[src/rtl/mix_pkg.sv]
// mix_pkg
// Shared definitions for the mix sequencer slice: default geometry,
// saturation limits for the default sample width, and the sequencer
// FSM state type.
package mix_pkg;

   localparam int DEF_NUM_SRC  = 4;
   localparam int DEF_DATA_W   = 16;
   localparam int DEF_WAIT_MAX = 8;

   // Two's-complement clamp limits for the default sample width.
   localparam logic [DEF_DATA_W-1:0] SAT_MAX = 16'h7FFF;
   localparam logic [DEF_DATA_W-1:0] SAT_MIN = 16'h8000;

   typedef enum logic [1:0] {
      IDLE,
      CLEAR,
      SCAN,
      DONE
   } state_t;

endpackage

[src/rtl/mix_accum.sv]
// mix_accum
// Signed saturating accumulator with synchronous clear and add-enable.
// The next-state value is exported so the sequencer can capture the final
// sum on the same edge that performs the last addition.
//
// Ports:
//   clk       in   clock, rising edge
//   rst_n     in   async active-low reset, clears the accumulator
//   clr       in   synchronous clear (wins over add_en)
//   add_en    in   add add_data into the accumulator this cycle
//   add_data  in   DATA_W two's-complement addend
//   acc_next  out  value the accumulator takes at the next edge
module mix_accum
   import mix_pkg::*;
#(
   parameter int DATA_W = DEF_DATA_W
) (
   input  logic              clk,
   input  logic              rst_n,
   input  logic              clr,
   input  logic              add_en,
   input  logic [DATA_W-1:0] add_data,
   output logic [DATA_W-1:0] acc_next
);

   localparam logic [DATA_W-1:0] MAX_V = {1'b0, {(DATA_W-1){1'b1}}};
   localparam logic [DATA_W-1:0] MIN_V = {1'b1, {(DATA_W-1){1'b0}}};

   logic [DATA_W-1:0] acc_q, acc_d;
   logic [DATA_W:0]   sum_ext;
   logic [DATA_W-1:0] sum_sat;

   always_comb begin
      // One guard bit: overflow shows up as the two top bits disagreeing,
      // and the guard bit then tells which rail to clamp to.
      sum_ext = {acc_q[DATA_W-1], acc_q} + {add_data[DATA_W-1], add_data};
      if (sum_ext[DATA_W] != sum_ext[DATA_W-1]) begin
         sum_sat = sum_ext[DATA_W] ? MIN_V : MAX_V;
      end else begin
         sum_sat = sum_ext[DATA_W-1:0];
      end

      if (clr) begin
         acc_d = '0;
      end else if (add_en) begin
         acc_d = sum_sat;
      end else begin
         acc_d = acc_q;
      end
   end

   assign acc_next = acc_d;

   // NOTE: state is updated only with non-blocking assignments so every flop
   // samples the values from before the edge, whatever the block order.
   always_ff @(posedge clk or negedge rst_n) begin
      if (!rst_n) begin
         acc_q <= '0;
      end else begin
         acc_q <= acc_d;
      end
   end

endmodule

[src/rtl/mix_sequencer.sv]
// mix_sequencer
// Once per ADC frame, walks NUM_SRC effect sources in index order, grants
// each enabled source a one-hot ready, and sums the transferred samples in a
// saturating accumulator. A source that stays silent for WAIT_MAX ready
// cycles is skipped and flagged. The finished sum appears on mix_out with a
// one-cycle mix_valid pulse.
//
// Ports:
//   clk          in   system clock, rising edge
//   rst_n        in   async active-low reset
//   sample_tick  in   one-cycle frame start pulse
//   src_enable   in   per-source mix enable, captured at frame start
//   src_valid    in   per-source data valid
//   src_data     in   packed samples, source i at [i*DATA_W +: DATA_W]
//   flag_clr     in   clears overrun and src_timeout (wins over a set)
//   src_ready    out  one-hot grant, all-zero outside SCAN
//   mix_out      out  last completed mix, held between frames
//   mix_valid    out  one-cycle pulse when mix_out updates
//   busy         out  high whenever the FSM is not IDLE
//   overrun      out  sticky: sample_tick seen while busy
//   src_timeout  out  sticky per-source skip flags
module mix_sequencer
   import mix_pkg::*;
#(
   parameter int NUM_SRC  = DEF_NUM_SRC,
   parameter int DATA_W   = DEF_DATA_W,
   parameter int WAIT_MAX = DEF_WAIT_MAX
) (
   input  logic                      clk,
   input  logic                      rst_n,
   input  logic                      sample_tick,
   input  logic [NUM_SRC-1:0]        src_enable,
   input  logic [NUM_SRC-1:0]        src_valid,
   input  logic [NUM_SRC*DATA_W-1:0] src_data,
   input  logic                      flag_clr,
   output logic [NUM_SRC-1:0]        src_ready,
   output logic [DATA_W-1:0]         mix_out,
   output logic                      mix_valid,
   output logic                      busy,
   output logic                      overrun,
   output logic [NUM_SRC-1:0]        src_timeout
);

   localparam int IDX_W  = (NUM_SRC  > 1) ? $clog2(NUM_SRC)  : 1;
   localparam int WAIT_W = (WAIT_MAX > 1) ? $clog2(WAIT_MAX) : 1;
   localparam logic [IDX_W-1:0]  IDX_LAST  = IDX_W'(NUM_SRC - 1);
   localparam logic [WAIT_W-1:0] WAIT_LAST = WAIT_W'(WAIT_MAX - 1);

   state_t              state_q, state_d;
   logic [IDX_W-1:0]    idx_q, idx_d;
   logic [WAIT_W-1:0]   wait_q, wait_d;
   logic [NUM_SRC-1:0]  en_q, en_d;
   logic [NUM_SRC-1:0]  src_ready_q, src_ready_d;
   logic [DATA_W-1:0]   mix_out_q, mix_out_d;
   logic                mix_valid_q, mix_valid_d;
   logic                busy_q, busy_d;
   logic                overrun_q, overrun_d;
   logic [NUM_SRC-1:0]  src_timeout_q, src_timeout_d;

   logic [DATA_W-1:0]   src_word [NUM_SRC];
   logic                acc_clr, acc_add, advance;
   logic [DATA_W-1:0]   acc_next;

   for (genvar i = 0; i < NUM_SRC; i++) begin : g_unpack
      assign src_word[i] = src_data[i*DATA_W +: DATA_W];
   end

   // Accumulator controls are decoded apart from the next-state logic so the
   // accumulator's next value can feed mix_out_d without a combinational
   // path back into the same block.
   assign acc_clr = (state_q == CLEAR);
   assign acc_add = (state_q == SCAN) && en_q[idx_q] &&
                    src_ready_q[idx_q] && src_valid[idx_q];

   mix_accum #(
      .DATA_W (DATA_W)
   ) u_accum (
      .clk      (clk),
      .rst_n    (rst_n),
      .clr      (acc_clr),
      .add_en   (acc_add),
      .add_data (src_word[idx_q]),
      .acc_next (acc_next)
   );

   always_comb begin
      // NOTE: every signal assigned here gets a default first, so no path
      // through the case/if tree leaves one unassigned and infers a latch.
      state_d       = state_q;
      idx_d         = idx_q;
      wait_d        = wait_q;
      en_d          = en_q;
      mix_out_d     = mix_out_q;
      mix_valid_d   = 1'b0;
      overrun_d     = overrun_q;
      src_timeout_d = src_timeout_q;
      advance       = 1'b0;

      unique case (state_q)
         IDLE: begin
            if (sample_tick) begin
               state_d = CLEAR;
            end
         end
         CLEAR: begin
            en_d    = src_enable;
            idx_d   = '0;
            wait_d  = '0;
            state_d = SCAN;
         end
         SCAN: begin
            if (!en_q[idx_q] || acc_add) begin
               advance = 1'b1;
            end else if (wait_q == WAIT_LAST) begin
               src_timeout_d[idx_q] = 1'b1;
               advance              = 1'b1;
            end else begin
               wait_d = wait_q + 1'b1;
            end

            if (advance) begin
               wait_d = '0;
               if (idx_q == IDX_LAST) begin
                  // Capture the sum including this cycle's addition so
                  // mix_out and mix_valid are both live during DONE.
                  state_d     = DONE;
                  mix_out_d   = acc_next;
                  mix_valid_d = 1'b1;
               end else begin
                  idx_d = idx_q + 1'b1;
               end
            end
         end
         DONE: begin
            state_d = IDLE;
         end
         default: begin
            state_d = IDLE;
         end
      endcase

      if (sample_tick && (state_q != IDLE)) begin
         overrun_d = 1'b1;
      end
      if (flag_clr) begin
         overrun_d     = 1'b0;
         src_timeout_d = '0;
      end

      // Outputs are registered, so they are derived from the next state.
      src_ready_d = '0;
      if ((state_d == SCAN) && en_d[idx_d]) begin
         src_ready_d = NUM_SRC'(1) << idx_d;
      end
      busy_d = (state_d != IDLE);
   end

   always_ff @(posedge clk or negedge rst_n) begin
      if (!rst_n) begin
         state_q       <= IDLE;
         idx_q         <= '0;
         wait_q        <= '0;
         en_q          <= '0;
         src_ready_q   <= '0;
         mix_out_q     <= '0;
         mix_valid_q   <= 1'b0;
         busy_q        <= 1'b0;
         overrun_q     <= 1'b0;
         src_timeout_q <= '0;
      end else begin
         state_q       <= state_d;
         idx_q         <= idx_d;
         wait_q        <= wait_d;
         en_q          <= en_d;
         src_ready_q   <= src_ready_d;
         mix_out_q     <= mix_out_d;
         mix_valid_q   <= mix_valid_d;
         busy_q        <= busy_d;
         overrun_q     <= overrun_d;
         src_timeout_q <= src_timeout_d;
      end
   end

   assign src_ready   = src_ready_q;
   assign mix_out     = mix_out_q;
   assign mix_valid   = mix_valid_q;
   assign busy        = busy_q;
   assign overrun     = overrun_q;
   assign src_timeout = src_timeout_q;

endmodule
[config.mk]
export PLATFORM = sky130hd
export DESIGN_NAME = mix_sequencer
export DESIGN_NICKNAME = d
export VERILOG_FILES = /design/src/rtl/mix_pkg.sv /design/src/rtl/mix_accum.sv /design/src/rtl/mix_sequencer.sv
export SDC_FILE = /design/constraint.sdc
export NUM_CORES = 1
export LEC_CHECK = 0
export CORE_MARGIN = 2
export CORE_UTILIZATION = 48
export DETAILED_ROUTE_END_ITERATION = 10
export GPL_ROUTABILITY_DRIVEN = 0
export GPL_TIMING_DRIVEN = 0
export PLACE_DENSITY_LB_ADDON = 0.25
export SLEW_MARGIN = 20
export SYNTH_ARGS = -nofsm -noshare
export SYNTH_HDL_FRONTEND = slang
export SYNTH_SLANG_ARGS = --single-unit
[constraint.sdc]
create_clock -name clk -period 4.75 [get_ports clk]
set_clock_uncertainty 0.15 [all_clocks]
set_input_delay 0.95 -clock clk [delete_from_list [all_inputs] [get_ports clk]]
set_output_delay 0.95 -clock clk [all_outputs]
set_load 0.01 [all_outputs]
==> results.txt <==
- At the worst endpoint, the required time is 4.78 ns.
* GRT overflow: 0
- Counting flops with an async set or reset pin after synthesis yields a share of 100%.
- Worst supply voltage drop on vdd: 0.281 mV
- First-pass GRT wire length: 16.2 mm
- In this run, synthesis produced a sequential element count of 54.
- The worst setup path is of the input pin to register kind.
* Remaining DRCs: 0
- The mapped netlist covers 0.00356 mm^2.
- The worst path uses 94.1% of the clock period.
* Status: complete, no violations
- Number of fillers in the final layout: 601
- Timing would allow up to 224 MHz.
- The later pin in the worst-skew pair is clocked with a latency of 0.30 ns.
- Clock share of power: 12.8%
* Buffer cell driving the clock tree root: sky130_fd_sc_hd__clkbuf_8
- Critical path data arrival time: 4.50 ns
- Element type at the critical path end: register
- Global routing consumed, over all layers together, 24.3% of the routing resources.
- Sequential group share of total power: 26.3%
- The final number of hold-violating endpoints was 0.
* Cell area after placement: 0.00470 mm^2
- Setup violations remaining at the end of the flow were counted as 0.
* Fraction of the mapped netlist area in simple logic gates: 15.7%
- Final Max Tran Viols: 0
- TritonCTS built the clock tree.
- After synthesis, flip-flops and latches occupy 37.9% of the total area.
- Entering global routing, the biggest net connects 55 pins.
- The slowest stage of the critical path is the sky130_fd_sc_hd__mux4_2 cell.
* Starting density of the core: 49.4%
- Total Power: 2440 uW
* Mean cell area of the mapped netlist: 9.84 um^2
- Warnings from Yosys: 0
- Counting I/O delays and the setup requirement, the final critical path takes 4.47 ns.
- The repair_antennas step left the layout with diodes totalling 0.
* Share of total power in combinational logic: 60.9%
- Wire length reported by the detailed router: 9.95 mm
- For this block, the via count after detailed routing is 3389.
- The core region is 0.00721 mm^2.
- Placed instance count: 563
- With fillers left out, the area of the finished cells amounts to 0.00482 mm^2.
* Routed length per instance: 17.4 um
- In this run the post-CTS setup repair buffer count came out at 0.
* Layout area overhead: 35.5%
* Main combinational cell family by area after synthesis: compound AO/OA/AOI/OAI gates
- The H-tree generated during clock tree synthesis spans 2 levels.
- The floorplan step defined a die boundary enclosing 0.00812 mm^2.
- Row count: 31
- Initial drt markers: 242
* Count of mapped cells out of synthesis: 362
- Summing the areas of all xor and xnor instances in the mapped netlist gives 3.20% of the synthesized area.
- Yosys mapped a number of flops with a built-in enable equal to 0.
- Of the cells placed in the final design, the portion with a size suffix greater than 1 is 11.0%.
- In this run the power spent charging and discharging nets is 1050 uW.
* Number of buffers between clock root and the deepest sink: 2
- In this run the tightest slew margin relative to its limit is 55.1%.
- The analysis attributes to cell leakage a power of 0.00211 uW.
- Of all nets on the critical path, the largest fanout is 10.
* Post-synth top area share: 37.9%
- Summed over all failing endpoints, the final setup total negative slack is 0 ns.
* Unrepaired setup endpoints after global routing: no
- The number of nets in the synthesized netlist is 460.
* Top_reg_cell synth: sky130_fd_sc_hd__dfrtp_1
* Clock slew at the register clock pins of the worst setup and hold paths: 0.09 ns
- In this run, post-CTS hold repair placed 0 buffers.
- STA classifies the critical path startpoint as an input pin.
* Power Internal: 1380 uW
* Chip Height: 90.1 um
- Buffers on Ports: 102
- The first detailed-routing pass took 5 iterations.
- The critical path goes through clkdlybuf4s50_1 -> mux4_2 -> ha_1 -> fa_1 -> a211o_1 -> a211o_1 -> a21oi_1 -> o21a_1 -> a21oi_1 -> o21bai_2 -> buf_2 -> o41ai_1.
- In the routed layout, each cell is associated on average with a via count of 5.95.
- The clock drives 54 sinks.
- Hold Crit Class: register to register
- Post-DP HPWL: 7.66 mm
- Net Sw Frac: 43.2%
- The die is 90.1 um wide.
- In the synthesized netlist, the cells that appear most often are sky130_fd_sc_hd__dfrtp_1 (54), sky130_fd_sc_hd__nor2_1 (38), sky130_fd_sc_hd__nand2_1 (37), sky130_fd_sc_hd__nor3_1 (32).
- Synthesis instantiated 50 different standard cells from the library.
- The via count of the first global-routing pass came to 3405.
- Of the total synthesized cell area, the portion taken by full adders, half adders and majority gates is 7.94%.
* Number of buffers created by CTS: 5
- Number of ports placed on the die boundary: 103
- Max-cap violations in this run came to 0.
- Of the post-synthesis cell area, the part taken by muxes is 13.0%.
- Top-count cell post-synth: sky130_fd_sc_hd__dfrtp_1
- Initial antenna violation count: 0
- sky130_fd_sc_hd__dfrtp_1 takes more of the synthesized area than any other cell.
- Power per standard cell area: 505 mW/mm^2
* Synth Area in Compound Gates: 18.3%
- By area the synthesized netlist is led by sky130_fd_sc_hd__dfrtp_1 (38%), sky130_fd_sc_hd__mux4_2 (11%), sky130_fd_sc_hd__ha_1 (7.4%).
* Count of placed standard cells in the final layout, fillers left out: 570
* Worst stage delay on the critical path: 0.47 ns
- Slew at the pin with the worst max-slew slack: 0.673 ns
- Final Net Count: 569
- The detail route stage leaves a number of antenna-violating nets equal to 0.
-- power groups by stage --
stage	logic, uW	registers [uW]	clock network [uW]
floorplan	1020	644	0
global placement	1420	642	0
detailed placement	1450	647	0
CTS	1460	639	314
global route	1620	650	332
finish	1480	641	313
-- final cells by class --
type	instances	area, um^2	share of cell area (%)
multi-input cells	275	2070	43.0
flip-flops and latches	54	1350	28.0
repair buffers	102	1020	21.1
well taps	99	124	2.57
plain buffers	20	95.1	1.97
clock buffers	6	82.6	1.71
inverters	13	48.8	1.01
clock inverters	1	30.0	0.623
-- cell usage in the layout, fill, tap and decap left out, types with 3 or more instances in the layout --
cell,count
sky130_fd_sc_hd__clkdlybuf4s50_1,101
sky130_fd_sc_hd__dfrtp_1,54
sky130_fd_sc_hd__nor2_1,38
sky130_fd_sc_hd__nand2_1,37
sky130_fd_sc_hd__nor3_1,32
sky130_fd_sc_hd__ha_1,21
sky130_fd_sc_hd__a21oi_1,20
sky130_fd_sc_hd__mux4_2,18
sky130_fd_sc_hd__o41ai_1,16
sky130_fd_sc_hd__inv_1,12
sky130_fd_sc_hd__o21ai_0,12
sky130_fd_sc_hd__clkbuf_1,9
sky130_fd_sc_hd__xnor2_1,9
sky130_fd_sc_hd__buf_2,8
sky130_fd_sc_hd__a21o_1,7
sky130_fd_sc_hd__a31oi_1,7
sky130_fd_sc_hd__clkbuf_8,6
sky130_fd_sc_hd__mux2_2,5
sky130_fd_sc_hd__nand3_1,4
sky130_fd_sc_hd__xor2_1,4
sky130_fd_sc_hd__o211ai_1,3
sky130_fd_sc_hd__o21a_1,3
-- critical path: cells and delay by family --
family | cells | cell delay, ns
muxes | 1 | 0.47
adders and majority gates | 2 | 0.69
buffers and inverters | 2 | 0.71
AOI/OAI and AO/OA | 7 | 1.67
-- worst paths after layout --
check	start	slack, ns	to	cells after the start
hold / removal	mix_out[2]$_DFFE_PN0P_	0.35	mix_out[2]$_DFFE_PN0P_	2
hold reg to reg	mix_out[2]$_DFFE_PN0P_	0.35	mix_out[2]$_DFFE_PN0P_	2
setup reg to reg	idx_q[0]$_DFF_PN0_	0.41	mix_out[1]$_DFFE_PN0P_	14
setup / recovery	src_data[48]	0.28	mix_out[9]$_DFFE_PN0P_	12
min in group asynchronous	rst_n	0.52	en_q[2]$_DFF_PN0_	1
max in group asynchronous	rst_n	3.48	mix_out[12]$_DFFE_PN0P_	1
-- per-stage QoR --
stage | hold WS [ns] | utilization, % | worst slack [ns]
final | 0.345 | 66.9 | 0.281
after global routing | 0.375 | 66.9 | 0.00000444
after CTS | 0.350 | 66.8 | 0.108
after detailed placement | 0.330 | 65.2 | -0.140
after global placement | 0.316 | 65.2 | -0.0639
after floorplan | 0.309 | - | 0.787
-- state kept, by name, indices dropped and copies added, names as in the netlist --
name	cells
state_q	2
src_timeout	4
idx_q	2
src_ready	4
overrun	1
busy	1
u_accum.acc_q	16
en_q	4
mix_out	16
mix_valid	1
wait_q	3
-- metal layers --
layer	GRT usage [%]	part of all wire, %
met5	0	0
met4	6.54	1.2
met3	3.77	6.9
met2	42.9	51
met1	31.2	41
-- timing repair --
| item | CTS | global route |
|---|---|---|
| gates resized for setup | 2 | 3 |
| endpoints found under the setup margin | 9 | 18 |
| cloned | 0 | 0 |
| hold endpoints to repair | 0 | 0 |
-- cell families after synthesis --
kind of cell	after synthesis
flip-flops	54
AO/OA/AOI/OAI	93
XOR/XNOR	13
adder cells (fa/ha/maj)	22
multiplexers	23
buffers and inverters	33
AND/OR/NAND/NOR	124
No activity file was read; power rests on OpenSTA's default activity.
